### config.mk
export PLATFORM = sky130hd
export DESIGN_NAME = add_seq_ctrl
export DESIGN_NICKNAME = d
export VERILOG_FILES = /design/src/rtl/add_seq_ctrl_pkg.sv /design/src/rtl/add_seq_ctrl_nibble_fa4.sv /design/src/rtl/add_seq_ctrl.sv
export SDC_FILE = /design/constraint.sdc
export NUM_CORES = 1
export LEC_CHECK = 0
export CORE_ASPECT_RATIO = 1.4
export CORE_MARGIN = 1.5
export CORE_UTILIZATION = 55
export DETAILED_ROUTE_END_ITERATION = 10
export MAX_ROUTING_LAYER = met4
export PLACE_DENSITY = 0.9
export SLEW_MARGIN = 20
export SYNTH_ARGS = -nofsm -noshare
export SYNTH_HDL_FRONTEND = slang
export SYNTH_SLANG_ARGS = --single-unit
### constraint.sdc
create_clock -name clk -period 9.99 [get_ports clk]
set_clock_uncertainty 0.1 [all_clocks]
set_input_delay 2.997 -clock clk [delete_from_list [all_inputs] [get_ports clk]]
set_output_delay 2.997 -clock clk [all_outputs]
set_load 0.01 [all_outputs]
### src/rtl/add_seq_ctrl_pkg.sv
// rtl/add_seq_ctrl_pkg.sv - shared state encoding and slice width for the wide add sequencer
package add_seq_ctrl_pkg;

    localparam int NIBBLE_W = 4;

    typedef enum logic [1:0] {
        IDLE = 2'd0,
        RUN  = 2'd1,
        DONE = 2'd2
    } state_t;

endpackage

### src/rtl/add_seq_ctrl_nibble_fa4.sv
// rtl/add_seq_ctrl_nibble_fa4.sv - combinational 4-bit ripple adder built from full-adder bit equations
module nibble_fa4 (
    input  logic [3:0] a,
    input  logic [3:0] b,
    input  logic       ci,
    output logic [3:0] s,
    output logic       co
);

    logic c1;
    logic c2;
    logic c3;

    // Each bit: sum = a ^ b ^ cin, carry = generate | (propagate & cin)
    assign s[0] = a[0] ^ b[0] ^ ci;
    assign c1   = (a[0] & b[0]) | (ci & (a[0] ^ b[0]));
    assign s[1] = a[1] ^ b[1] ^ c1;
    assign c2   = (a[1] & b[1]) | (c1 & (a[1] ^ b[1]));
    assign s[2] = a[2] ^ b[2] ^ c2;
    assign c3   = (a[2] & b[2]) | (c2 & (a[2] ^ b[2]));
    assign s[3] = a[3] ^ b[3] ^ c3;
    assign co   = (a[3] & b[3]) | (c3 & (a[3] ^ b[3]));

endmodule

### src/rtl/add_seq_ctrl.sv
// rtl/add_seq_ctrl.sv - start/busy/done sequencer time-sharing one nibble adder across a wide operand
module add_seq_ctrl
    import add_seq_ctrl_pkg::*;
#(
    parameter int NIBBLES = 4
) (
    input  logic                      clk,
    input  logic                      rst,
    input  logic                      start,
    input  logic                      sub,
    input  logic [4*NIBBLES-1:0]      a,
    input  logic [4*NIBBLES-1:0]      b,
    output logic                      busy,
    output logic                      done,
    output logic [4*NIBBLES-1:0]      sum,
    output logic                      cout,
    output logic                      ovf
);

    localparam int W    = NIBBLE_W * NIBBLES;
    localparam int IDXW = (NIBBLES > 1) ? $clog2(NIBBLES) : 1;

    state_t          state;
    state_t          state_nxt;
    logic [IDXW-1:0] idx;
    logic            carry;
    logic [W-1:0]    op_a;
    logic [W-1:0]    op_b;
    logic [3:0]      nib_a;
    logic [3:0]      nib_b;
    logic [3:0]      slice_s;
    logic            slice_co;
    logic            last;

    assign last = (idx == IDXW'(NIBBLES - 1));

    // Select the current nibble of each operand; constant-index loop keeps every select in range
    always_comb begin
        nib_a = '0;
        nib_b = '0;
        for (int i = 0; i < NIBBLES; i++) begin
            if (idx == IDXW'(i)) begin
                nib_a = op_a[i*NIBBLE_W +: NIBBLE_W];
                nib_b = op_b[i*NIBBLE_W +: NIBBLE_W];
            end
        end
    end

    nibble_fa4 u_slice (
        .a  (nib_a),
        .b  (nib_b),
        .ci (carry),
        .s  (slice_s),
        .co (slice_co)
    );

    // State register
    always_ff @(posedge clk) begin
        if (rst) begin
            state <= IDLE;
        end else begin
            state <= state_nxt;
        end
    end

    // Next-state logic: start is only honoured in IDLE
    always_comb begin
        state_nxt = state;
        case (state)
            IDLE:    if (start) state_nxt = RUN;
            RUN:     if (last)  state_nxt = DONE;
            DONE:    state_nxt = IDLE;
            default: state_nxt = IDLE;
        endcase
    end

    // Handshake outputs decoded from state
    always_comb begin
        busy = (state == RUN) || (state == DONE);
        done = (state == DONE);
    end

    // Datapath: latch operands on start, then ripple one nibble per RUN cycle
    always_ff @(posedge clk) begin
        if (rst) begin
            op_a  <= '0;
            op_b  <= '0;
            carry <= 1'b0;
            idx   <= '0;
            sum   <= '0;
            cout  <= 1'b0;
            ovf   <= 1'b0;
        end else begin
            case (state)
                IDLE: begin
                    if (start) begin
                        // Subtraction is a + ~b + 1: invert b here and seed the carry with 1
                        op_a  <= a;
                        op_b  <= sub ? ~b : b;
                        carry <= sub;
                        idx   <= '0;
                        sum   <= '0;
                        cout  <= 1'b0;
                        ovf   <= 1'b0;
                    end
                end
                RUN: begin
                    for (int i = 0; i < NIBBLES; i++) begin
                        if (idx == IDXW'(i)) begin
                            sum[i*NIBBLE_W +: NIBBLE_W] <= slice_s;
                        end
                    end
                    carry <= slice_co;
                    if (last) begin
                        cout <= slice_co;
                        ovf  <= (op_a[W-1] == op_b[W-1]) && (slice_s[3] != op_a[W-1]);
                    end else begin
                        idx <= idx + IDXW'(1);
                    end
                end
                default: ;
            endcase
        end
    end

endmodule

==> results.json <==
{
  "syn2layout_area_growth_pct": 21.91,
  "layout-drive-gt1-share_pct": 6.304,
  "maxCapViolCount": 0,
  "cp.arrival_ns": 1.59,
  "grt_usage_pct": 22.44,
  "cts_setup_buffers": 0,
  "synth_ff_type": "dfxtp_1",
  "rows": 30,
  "yosysWarnings": 0,
  "tritoncts": "yes",
  "setup_viol": 0,
  "coreArea_um2": 4805,
  "yosysUniqueCellTypes": 39,
  "ys_top_cells_by_area": "dfxtp_1, nand2_1, a21oi_1",
  "cts.sinks": 55,
  "hold_violations": 0,
  "power.leakage_nw": 1.234,
  "h-tree-depth": 2,
  "root_buffer": "clkbuf_8",
  "critPathMaxFanout": 3,
  "gp_congestion": 0.7579,
  "crit_type": "reg -> out",
  "required_ns": 6.89,
  "grt_max_degree": 41,
  "worstSkewPairLatency_ns": 0.32,
  "powerDensity_nw_per_um2": 151.8,
  "final_nets": 396,
  "yosys.area.top_type": "dfxtp_1",
  "clockBufferDepth": 2,
  "drt-pass1-iter-count": 4,
  "fmax_ghz": 0.2135,
  "dieArea_um2": 5402,
  "hold_path_class": "reg -> reg",
  "outcome": "finished, final reports clean",
  "drc": 0,
  "initial_core_util_pct": 56.82,
  "finalCritPeriodShare_pct": 46.88,
  "syn-num-nets": 356,
  "cts.clk_slew.worst_paths_ns": 0.11,
  "wl_per_cell_um": 13.81,
  "grt_pass1_vias": 2093,
  "ys_seq_area_share_pct": 40.33,
  "synthArstFlopShare_pct": 0,
  "synth.avg_cell_area_um2": 8.864,
  "synthTopCellsByCount": "dfxtp_1, nand2_1, a21oi_1, nor2_1, a211oi_1",
  "cp-start-kind": "flip-flop",
  "fp.dieW_um": 62.55,
  "drt_iter0_drc": 89,
  "netlist.area_leader.share_pct": 40.33,
  "setup_tns_ns": 0,
  "maxSlewViolCount": 0,
  "cts_resized": 0,
  "num_io_pins": 56,
  "fin_worst_hold_slack_ns": 0.3614,
  "ir_drop_uv": 129.6,
  "vias": 2215,
  "cts_hold_buf": 0,
  "diodes": 0,
  "vias_per_cell": 5.363,
  "netlist_instances": 308,
  "grt_pass1_wl_mm": 9.321,
  "worstMarginPinSlew_ns": 0.8872,
  "ys_ff_latch": 55,
  "routed_wirelength_mm": 5.702,
  "maxSlewHeadroom_pct": 40.67,
  "syn_area_um2": 2730,
  "antenna_found_initial": 0,
  "cp-end-kind": "output port",
  "synth-edff-count": 0,
  "cts_buffers": 5,
  "fp.dieH_um": 86.37,
  "grt.overflow.total": 0,
  "rsz0062_at_grt": "no",
  "ant_nets": 0,
  "portBuffers": 55,
  "fin_crit_ns": 4.683,
  "final_core_util_pct": 69.27,
  "dpl.hpwl_mm": 4.104,
  "rrSetupSlack_ns": 6.43
}
kinds of logic after synthesis:
logic type	share of synthesized area, %
buf+inv	7.241
mux	4.950
simple gates	14.30
flops	40.33
xor+xnor	5.133
compound gates	21.45
fa+ha+maj	6.600
placed cells by master, fill, tap and decap left out, drive strengths merged, types with 2 or more instances in the layout:
cell,netlist,layout
a211oi,17,17
a21oi,36,36
a22o,8,8
a22oi,5,5
and2,2,2
clkbuf,5,5
clkdlybuf4s50,0,55
dfxtp,55,55
fa,4,4
ha,8,8
inv,16,18
mux2i,12,12
nand2,55,55
nand2b,3,3
nand3,3,3
nor2,18,18
o21ai,12,12
o2bb2ai,2,2
o32ai,2,2
or3,2,2
xnor2,12,12
xor2,4,4
final timing paths:
kind                                       startpoint  depth (start not counted)                   to
worst max-delay path            state[1]$_SDFFE_PP0P_                          3                 busy
worst min-delay path              sum[8]$_SDFFE_PP0P_                          2  sum[8]$_SDFFE_PP0P_
worst max register to register    idx[0]$_SDFFE_PP0P_                         14     ovf$_SDFFE_PP0P_
worst min register to register    sum[8]$_SDFFE_PP0P_                          2  sum[8]$_SDFFE_PP0P_
critical path, stage by stage (launching register included):
cell             delay [ns]
dfxtp_1                0.38
inv_1                  0.09
ha_1                   0.27
clkdlybuf4s50_1        0.53
where the power goes:
group	switching, mW	internal, mW
clock	0.0795	0.0521
sequential	0.00945	0.236
combinational	0.0696	0.0580
final cells by class:
| cell class | count | area (µm²) |
|---|---|---|
| well taps | 64 | 80.08 |
| flip-flops and latches | 55 | 1101 |
| repair buffers | 56 | 558.0 |
| clock buffers | 5 | 68.82 |
| fillers | 425 | 1476 |
| multi-input cells | 214 | 1433 |
| inverters | 16 | 60.06 |
| clock inverters | 3 | 27.53 |
sequential cells by signal (all words and copies together) (netlist names):
signal and cells:
idx 2, ovf 1, sum 16, cout 1
op_b 16, state 2, carry 1, op_a 16
metrics by stage:
stage	total power [mW]	setup WS (ns)	cells	area (µm²)
3_3_place_gp	0.3737	4.974	405	3231
6_report	0.5051	5.307	413	3328
2_1_floorplan	0.3426	6.095	308	2730
3_5_place_dp	0.3787	5.170	405	3232
5_1_grt	0.5297	5.256	413	3328
4_1_cts	0.5062	5.304	413	3328
routing by layer:
| metal | vias to the layer above | part of all wire [%] | track usage (%) |
|---|---|---|---|
| met1 | 1015 | 40 | 23.22 |
| met5 | - | 0 | - |
| li1 | 1129 | - | - |
| met4 | 0 | 1.9 | 9.697 |
| met3 | 9 | 3.7 | 4.026 |
| met2 | 62 | 54 | 41.54 |
Power figures use the tool's default switching activity.
